--- src/rtl/c_fetch_align.sv ---
// c_fetch_align
//   Fetch-stage aligner. It fetches word-aligned 32-bit words from instruction
//   memory and keeps them in a small circular halfword queue. Each handshake
//   emits one raw instruction: a 16-bit RVC instruction (zero-extended) or a
//   full 32-bit instruction, which may straddle two fetched words. Every
//   instruction carries its exact PC and a length flag.
//
// Ports
//   clk, rst_n        clock and synchronous active-low reset
//   flush_i           redirect request; highest priority
//   redirect_pc_i     redirect target (bit 0 ignored, bit 1 selects upper half)
//   fetch_addr_o      word-aligned imem address
//   imem_word_i       imem data for fetch_addr_o, same cycle
//   imem_valid_i      imem_word_i valid
//   imem_ready_o      aligner accepts a word this cycle
//   inst_o            raw instruction ({16'h0, hw} when compressed)
//   inst_pc_o         PC of inst_o
//   inst_is_comp_o    inst_o is a 16-bit instruction
//   inst_illegal_o    head halfword is all zeros
//   inst_valid_o      inst_o valid
//   inst_ready_i      consumer takes inst_o
module c_fetch_align #(
  parameter logic [31:0] RESET_PC = 32'h0000_0000,
  parameter int unsigned HW_DEPTH = 4
) (
  input  logic        clk,
  input  logic        rst_n,
  input  logic        flush_i,
  input  logic [31:0] redirect_pc_i,
  output logic [31:0] fetch_addr_o,
  input  logic [31:0] imem_word_i,
  input  logic        imem_valid_i,
  output logic        imem_ready_o,
  output logic [31:0] inst_o,
  output logic [31:0] inst_pc_o,
  output logic        inst_is_comp_o,
  output logic        inst_illegal_o,
  output logic        inst_valid_o,
  input  logic        inst_ready_i
);

  localparam int unsigned PTR_W = $clog2(HW_DEPTH);
  localparam int unsigned CNT_W = $clog2(HW_DEPTH + 1);
  // A full word (two halfwords) must fit after this cycle's pop.
  localparam logic [CNT_W-1:0] PUSH_LIMIT = CNT_W'(HW_DEPTH - 2);

  logic [15:0]      hw_q [HW_DEPTH];
  logic [15:0]      hw_d [HW_DEPTH];
  logic [PTR_W-1:0] head_q, head_d;
  logic [PTR_W-1:0] tail_q, tail_d;
  logic [CNT_W-1:0] count_q, count_d;
  logic             skip_lo_q, skip_lo_d;
  logic [31:0]      fetch_addr_q, fetch_addr_d;
  logic [31:0]      pc_q, pc_d;

  logic [PTR_W-1:0] head_p1;
  logic [PTR_W-1:0] tail_p1;
  logic [15:0]      head_hw;
  logic [15:0]      next_hw;
  logic             is_comp;
  logic             inst_valid;
  logic             pop;
  logic [1:0]       pop_cnt;
  logic [1:0]       push_cnt;
  logic [CNT_W-1:0] count_after_pop;
  logic             imem_ready;
  logic             accept;
  logic             unused_redirect_b0;

  // Modular pointer advance; HW_DEPTH need not be a power of two.
  function automatic logic [PTR_W-1:0] ptr_add(input logic [PTR_W-1:0] p,
                                               input logic [1:0]       n);
    logic [PTR_W:0] s;
    s = {1'b0, p} + (PTR_W+1)'(n);
    if (s >= (PTR_W+1)'(HW_DEPTH)) s = s - (PTR_W+1)'(HW_DEPTH);
    return s[PTR_W-1:0];
  endfunction

  assign unused_redirect_b0 = redirect_pc_i[0];

  // Output decode from registered queue state only.
  always_comb begin
    head_p1         = ptr_add(head_q, 2'd1);
    tail_p1         = ptr_add(tail_q, 2'd1);
    head_hw         = hw_q[head_q];
    next_hw         = hw_q[head_p1];
    is_comp         = (head_hw[1:0] != 2'b11);
    inst_valid      = is_comp ? (count_q != '0) : (count_q >= CNT_W'(2));
    pop             = inst_valid && inst_ready_i;
    pop_cnt         = !pop ? 2'd0 : (is_comp ? 2'd1 : 2'd2);
    count_after_pop = count_q - CNT_W'(pop_cnt);
    imem_ready      = rst_n && !flush_i && (count_after_pop <= PUSH_LIMIT);
    accept          = imem_valid_i && imem_ready;
    push_cnt        = !accept ? 2'd0 : (skip_lo_q ? 2'd1 : 2'd2);
  end

  always_comb begin
    hw_d         = hw_q;
    head_d       = head_q;
    tail_d       = tail_q;
    count_d      = count_q;
    skip_lo_d    = skip_lo_q;
    fetch_addr_d = fetch_addr_q;
    pc_d         = pc_q;

    if (flush_i) begin
      // Redirect drops the queue and anything arriving this cycle.
      head_d       = '0;
      tail_d       = '0;
      count_d      = '0;
      skip_lo_d    = redirect_pc_i[1];
      fetch_addr_d = {redirect_pc_i[31:2], 2'b00};
      pc_d         = {redirect_pc_i[31:1], 1'b0};
    end else begin
      if (pop) begin
        head_d = ptr_add(head_q, pop_cnt);
        pc_d   = pc_q + {29'd0, pop_cnt, 1'b0};
      end
      if (accept) begin
        if (skip_lo_q) begin
          // Redirect landed on the upper half: the lower halfword is not ours.
          hw_d[tail_q] = imem_word_i[31:16];
          skip_lo_d    = 1'b0;
        end else begin
          hw_d[tail_q]  = imem_word_i[15:0];
          hw_d[tail_p1] = imem_word_i[31:16];
        end
        tail_d       = ptr_add(tail_q, push_cnt);
        fetch_addr_d = fetch_addr_q + 32'd4;
      end
      count_d = count_after_pop + CNT_W'(push_cnt);
    end
  end

  always_ff @(posedge clk) begin
    if (!rst_n) begin
      for (int i = 0; i < int'(HW_DEPTH); i++) hw_q[i] <= '0;
      head_q       <= '0;
      tail_q       <= '0;
      count_q      <= '0;
      skip_lo_q    <= 1'b0;
      fetch_addr_q <= RESET_PC;
      pc_q         <= RESET_PC;
    end else begin
      hw_q         <= hw_d;
      head_q       <= head_d;
      tail_q       <= tail_d;
      count_q      <= count_d;
      skip_lo_q    <= skip_lo_d;
      fetch_addr_q <= fetch_addr_d;
      pc_q         <= pc_d;
    end
  end

  assign fetch_addr_o   = fetch_addr_q;
  assign imem_ready_o   = imem_ready;
  assign inst_o         = is_comp ? {16'h0000, head_hw} : {next_hw, head_hw};
  assign inst_pc_o      = pc_q;
  assign inst_is_comp_o = is_comp;
  assign inst_illegal_o = inst_valid && (head_hw == 16'h0000);
  assign inst_valid_o   = inst_valid;

endmodule
--- config.mk ---
export PLATFORM = sky130hd
export DESIGN_NAME = c_fetch_align
export DESIGN_NICKNAME = d
export VERILOG_FILES = /design/src/rtl/c_fetch_align.sv
export SDC_FILE = /design/constraint.sdc
export NUM_CORES = 1
export LEC_CHECK = 0
export BUFFER_PORTS_ARGS = -buffer_cell sky130_fd_sc_hd__buf_4
export CAP_MARGIN = 20
export CORE_MARGIN = 2
export CORE_UTILIZATION = 25
export CTS_BUF_LIST = sky130_fd_sc_hd__clkbuf_8
export DETAILED_ROUTE_END_ITERATION = 8
export GPL_TIMING_DRIVEN = 0
export PLACE_DENSITY_LB_ADDON = 0.08
export SYNTH_ARGS = -nofsm -noshare
export SYNTH_HDL_FRONTEND = slang
export SYNTH_SLANG_ARGS = --single-unit
--- constraint.sdc ---
create_clock -name clk -period 4.6 [get_ports clk]
set_clock_uncertainty 0.15 [all_clocks]
set_input_delay 0 -clock clk [delete_from_list [all_inputs] [get_ports clk]]
set_output_delay 0 -clock clk [all_outputs]
set_load 0.05 [all_outputs]
Yosys cells after proc, flatten, opt, wreduce, memory -nomap -nowiden:

Index checks and enable logic that the tools add are counted.

* register bits after elaboration: 136
* bits in latches: 0
* RAM bits: 0
* ROM bits: 0
* bits of input ports: 69
* output and inout port bits: 100
* memories kept: 0

* add/subtract/negate cells: 12
* $mul: 0
* divide/modulo/power cells: 0
* magnitude comparators: 12
* eq/ne operators: 1
* shift-type cells: 0
* mux-type cells: 30
* bitwise logic cells: 6
* reduce and logical (&&, ||, !) cells: 14

Operators by type and width (count)
* 64-bit bitwise mux: 3
* 32-bit two-way mux: 5
* 16-bit two-way mux: 6
* 16-bit binary-select mux with 2-bit select: 2
* 16-bit demux with 2-bit select: 2
* 64-bit two-way mux: 1
* 32-bit by 3-bit adder with 32-bit output: 1
* 32-bit by 3-bit adder with 32-bit output (second input constant): 1
* 3-bit >= comparator (second input constant): 8
* 16-bit logical NOT: 1
* 2-bit two-way mux: 8
* 2-bit inverter with 3-bit output: 4
* 2-bit by 1-bit subtractor with 2-bit output (second input constant): 4
* 1-bit logical AND: 7
* 2-bit by 1-bit adder with 3-bit output (second input constant): 2
* 2-bit by 2-bit adder with 3-bit output: 2
* 3-bit by 1-bit < comparator with 1-bit output (second input constant): 2
* 2-bit nonzero test: 2
* 3-bit by 2-bit adder with 3-bit output: 1
* 3-bit by 2-bit >= comparator with 1-bit output (second input constant): 1
* 3-bit by 2-bit <= comparator with 1-bit output (second input constant): 1
* 1-bit two-way mux: 3
* 3-bit nonzero test: 1
* 3-bit by 2-bit subtractor with 3-bit output: 1
* 5 further kinds: 6

Logic depth before layout (Yosys ltp):

* depth after elaboration: 16
* mapped depth: 19
* depth with buffers taken out: 14

Least setup slack after synthesis:

OpenSTA, ideal clock, no wires.

* path type: register -> register
* from: register head_q[0]
* to: register count_q[2]
* arrival time: 4373 ps
* data required time: 4328 ps
* path slack: -46 ps
* stages on the path, launching flop included: 20
* buffers on the path: 5
* clock period less this slack: 4646 ps
* cell sequence: dfxtp_1 buf_6 mux4_2 a21o_4 and2_4 buf_6 nor2_1 ha_1 inv_1 fa_1 nand2b_1 nand4_1 clkbuf_1 buf_1 clkbuf_1 nor2_1 ha_1 fa_1 xor2_1 nor2_1

* longest elaborated chain between the ends: 14

Ends and longest elaborated chain
* from (decl): line 49 `logic [PTR_W-1:0] head_q, head_d;`
* from (signal assigned): line 138 `head_q <= '0;`
* from (signal assigned): line 146 `head_q <= head_d;`
* 2-bit inverter with 3-bit output (implied by the code) *: line 85 `head_hw = hw_q[head_q];`
* 16-bit binary-select mux with 2-bit select *: line 85
* 16-bit two-way mux (implied by the code) * (2 in series): line 85
* 2-bit != test *: line 87 `is_comp = (head_hw[1:0] != 2'b11);`
* 1-bit two-way mux: line 88 `inst_valid = is_comp ? (count_q != '0) : (count_q >= CNT_W'(2));`
* 1-bit logical AND: line 89 `pop = inst_valid && inst_ready_i;`
* 2-bit two-way mux *: line 90 `pop_cnt = !pop ? 2'd0 : (is_comp ? 2'd1 : 2'd2);`
* 3-bit by 2-bit subtractor with 3-bit output *: line 91 `count_after_pop = count_q - CNT_W'(pop_cnt);`
* 3-bit by 2-bit <= comparator with 1-bit output: line 92 `imem_ready = rst_n && !flush_i && (count_after_pop <= PUSH_LIMIT);`
* 1-bit logical AND: line 92
* 1-bit logical AND: line 93 `accept = imem_valid_i && imem_ready;`
* 2-bit two-way mux: line 94 `push_cnt = !accept ? 2'd0 : (skip_lo_q ? 2'd1 : 2'd2);`
* 3-bit by 2-bit adder with 3-bit output *: line 131 `count_d = count_after_pop + CNT_W'(push_cnt);`
* to (signal assigned): line 148 `count_q <= count_d;`
* to (decl): line 51 `logic [CNT_W-1:0] count_q, count_d;`

Every way passes the cells marked *; elsewhere a longest branch is shown, timed or not. The select of a mux whose other input is x is not followed.
A chain may end at the register's enable or synchronous reset.

Final worst setup path:

* from: register head_q[0]
* to: register tail_q[1]

* longest elaborated chain between the ends: 16

Ends and longest elaborated chain
* 2-bit inverter with 3-bit output (implied by the code) *: line 85
* 16-bit binary-select mux with 2-bit select *: line 85
* 16-bit two-way mux (implied by the code) * (2 in series): line 85
* 2-bit != test *: line 87
* 1-bit two-way mux: line 88
* 1-bit logical AND: line 89
* 2-bit two-way mux *: line 90
* 3-bit by 2-bit subtractor with 3-bit output *: line 91
* 3-bit by 2-bit <= comparator with 1-bit output *: line 92
* 1-bit logical AND *: line 92
* 1-bit logical AND *: line 93
* 2-bit two-way mux: line 94
* 2-bit by 2-bit adder with 3-bit output: line 74 `s = {1'b0, p} + (PTR_W+1)'(n);`
* 3-bit >= comparator / 2-bit by 1-bit subtractor with 2-bit output (equally long branches): line 75 `if (s >= (PTR_W+1)'(HW_DEPTH)) s = s - (PTR_W+1)'(HW_DEPTH);`
* 2-bit two-way mux: line 75
* to (signal assigned): line 147 `tail_q <= tail_d;`
* to (decl): line 50 `logic [PTR_W-1:0] tail_q, tail_d;`

Marks and branches as above.

==> impl_metrics.tcl <==
set metrics [dict create \
    synthMuxAreaShare_pct 9.552 \
    firstDrtPassIters 5 \
    ioPinCount 169 \
    cp.required_ps 4820 \
    wl_per_cell_microns 22.30 \
    fmax_ghz 0.2311 \
    synth.area.top_cells "dfxtp_1 32%, a21oi_1 8.9%, mux4_2 8.5%" \
    n_antenna_cell 0 \
    min_period_ps 4328 \
    drive_gt1_share_pct 22.87 \
    dp_hpwl_microns 28610 \
    grt_pass1_wl_microns 58170 \
    r2r_slack_ps 270 \
    pwr-share-seq_pct 40.0 \
    ys_seq_elements 133 \
    synth_xor_area_share_pct 3.945 \
    antenna_found_initial 0 \
    cp_top_family "simple AND/OR/NAND/NOR gates" \
    cts_tree "yes" \
    clk_pin_slew_ps 80 \
    synth.avg_cell_area_sq_um 8.111 \
    drtIter0Drc 755 \
    relSlewSlack_pct 29.79 \
    clock_latency_ps 450 \
    setup_violations 0 \
    power_switching_mw 1.081 \
    synth_fa_ha_area_share_pct 2.344 \
    crit_arrival_ps 4550 \
    yosysMostFrequentCell "a21oi_1" \
    wl_microns 39530 \
    synth-simple-area-share_pct 16.83 \
    ant_nets 0 \
    n_fill_cell 3640 \
    yosys_warnings 0 \
    die_h_microns 187.7 \
    synth_compound_area_share_pct 29.19 \
    ys_types 63 \
    globalplace.congestion 0.8800 \
    root_buffer "clkbuf_8" \
    cts_buffers 17 \
    synthArstFlopShare_pct 0 \
    grt_start_max_net_pins 20 \
    tns_ps 0 \
    drc 0 \
    slowest_stage "mux4_2" \
    initial_core_util_pct 25.28 \
    power_frac_comb_pct 22.8 \
    max-vdd-ir-drop_mv 0.1592 \
    clk_path_buf_depth 2 \
    yosys.area.top_type "dfxtp_1" \
    synth_commonest_cells "150 x a21oi_1, 133 x dfxtp_1, 118 x nor2_1" \
    dominantRegCellSynth "dfxtp_1" \
    report.final.hold_viol_count 0 \
    tightest_slew_ps 1053 \
    period_share_pct 94.08 \
    synth_area_sq_mm 0.008436 \
    power_leakage_nw 4.377 \
    die-area_sq_mm 0.03523 \
    vias 9275 \
    seqCellArea_sq_mm 0.002664 \
    placementRows 67 \
    syn2layout_area_growth_pct 38.10 \
    grt_remaining_overflow 0 \
    netlist.area_leader.share_pct 31.56 \
    grt_pass1_vias 8913 \
    intPower_mw 2.129 \
    io_buffers 164 \
    worstPathBufferInverterCount 5 \
    cp_slowest_stage_delay_ps 580 \
    final_util_pct 34.92 \
    finalNetCount 1396 \
    switching_share_pct 33.67 \
    drv_cap 0 \
    path_max_fanout 19 \
    coreArea_sq_mm 0.03336 \
    hp-class "in -> reg" \
    cts_max_level 4 \
    multiInputGateArea_sq_mm 0.005261 \
    worstSetupStartpointType "flip-flop" \
    synth_top_family_by_area "compound AO/OA/AOI/OAI gates" \
    cts_sinks 133 \
    p_per_area_mw_per_mm2 275.6 \
    clock_power_share_pct 37.2 \
    crit_chain "buf_6 > mux4_2 > a21o_4 > and2_4 > buf_6 > nor2_4 > ha_1 > inv_1 > fa_1 > nand2b_1 > nand4_1 > buf_8 > buf_8 > nor2_2 > ha_2 > xor2_1 > or3_1 > a21oi_1" \
    grt_usage_pct 22.13 \
    slew_viol_final 0 \
    critPathKind "reg -> reg" \
    synth-seq-area-share_pct 31.56 \
    critPathCaptureType "flip-flop" \
    syn_inst 1040 \
    status "completed" \
    via_per_inst 5.231 \
    synth_enable_flop_cells 0 \
    die_w_microns 187.7 \
]
[what timing repair did]
item                       4_1_cts  5_1_grt
setup endpoints to repair       88       65
pin swaps                        1        2
hold buffers                    81        0
gates resized for setup         22       17
hold endpoints to repair       128        0
setup buffers                    3        7
[worst register-to-register path, cell delays in order (launching register included)]
cell,delay [ps]
dfxtp_1,360
buf_6,170
mux4_2,580
a21o_4,250
and2_4,150
buf_6,130
nor2_4,110
ha_1,150
inv_1,40
fa_1,490
nand2b_1,130
nand4_1,230
buf_8,220
buf_8,160
nor2_2,150
ha_2,210
xor2_1,70
or3_1,320
a21oi_1,160
[sequential cells by signal, indices dropped and copies added (netlist names)]
register,flops
count_q,3
fetch_addr_o,30
tail_q,2
skip_lo_q,1
inst_pc_o,31
hw_q,64
head_q,2
[layout make-up]
cell class,instances,area share [%]
sequential,133,22.87
tap,448,4.812
inverter,37,1.192
multi-input combinational,776,45.16
timing repair buffer,255,18.17
clock inverter,14,1.933
buffer,93,3.856
clock buffer,17,2.008
[final timing paths]
check | endpoint | depth (start not counted) | startpoint
min | tail_q[1]$_SDFFE_PP0N_ | 5 | imem_valid_i
min reg2reg | hw_q[53]$_SDFFE_PN0P_ | 2 | hw_q[53]$_SDFFE_PN0P_
max reg2reg | tail_q[1]$_SDFFE_PP0N_ | 18 | head_q[0]$_SDFFE_PP0N_
max | tail_q[1]$_SDFFE_PP0N_ | 18 | head_q[0]$_SDFFE_PP0N_
[cells by family after synthesis]
group,Yosys count
XOR/XNOR,38
adder cells (fa/ha/maj),14
AND/OR/NAND/NOR,293
other,1
flip-flops,133
multiplexers,40
AO/OA/AOI/OAI,388
buffers and inverters,133
[power groups by stage]
stage / combinational (mW) / sequential [mW] / clock [mW]
global placement: 0.665 / 1.31 / 0
detailed placement: 0.663 / 1.31 / 0
floorplan: 0.271 / 1.42 / 0
CTS: 0.725 / 1.28 / 1.22
finish: 0.733 / 1.28 / 1.19
global route: 0.781 / 1.29 / 1.27
[routing by layer]
metal / up-vias / routed length [microns] / GRT usage [%]
met5: - / 0 / 0
li1: 4400 / - / -
met3: 44 / 2286 / 3.462
met4: 0 / 754 / 6.239
met1: 4458 / 18180 / 30.12
met2: 373 / 18310 / 36.25
[stage by stage]
| step | total power, mW | area [sq um] | instances | hold WS, ps | worst slack [ps] |
|---|---|---|---|---|---|
| after floorplan | 1.688 | 8444 | 1042 | -41.38 | 41.74 |
| after global placement | 1.975 | 10240 | 1654 | 75.14 | -1147 |
| after detailed placement | 1.973 | 10240 | 1654 | 71.30 | -1107 |
| after CTS | 3.231 | 11570 | 1766 | 132.4 | 4.807 |
| after global routing | 3.347 | 11650 | 1773 | 114.8 | -3.374 |
| final | 3.210 | 11650 | 1773 | 96.15 | 272.3 |
[cell usage in the layout (no fill, tap or decap), types with 5 or more instances in the layout]
master | netlist | routed
dlygate4sd3_1 | 0 | 81
or3_1 | 6 | 6
a22oi_1 | 35 | 35
inv_1 | 36 | 36
nand3_1 | 26 | 26
nor4_1 | 11 | 11
bufinv_16 | 0 | 5
and3_1 | 22 | 22
a211oi_2 | 6 | 6
a2111oi_2 | 5 | 5
buf_2 | 8 | 8
and2_1 | 10 | 9
buf_4 | 3 | 178
o22ai_1 | 33 | 33
ha_1 | 11 | 10
a21oi_1 | 150 | 150
xnor2_1 | 34 | 34
nor2_1 | 118 | 114
o21ai_0 | 76 | 76
clkbuf_2 | 0 | 6
a211oi_1 | 36 | 36
mux4_2 | 32 | 32
clkbuf_8 | 0 | 17
clkbuf_1 | 74 | 61
o211ai_1 | 6 | 6
dfxtp_1 | 133 | 132
nand4_1 | 14 | 14
a31oi_1 | 9 | 9
nand2_1 | 53 | 53
and4_1 | 12 | 12
Power figures use the tool's default switching activity.
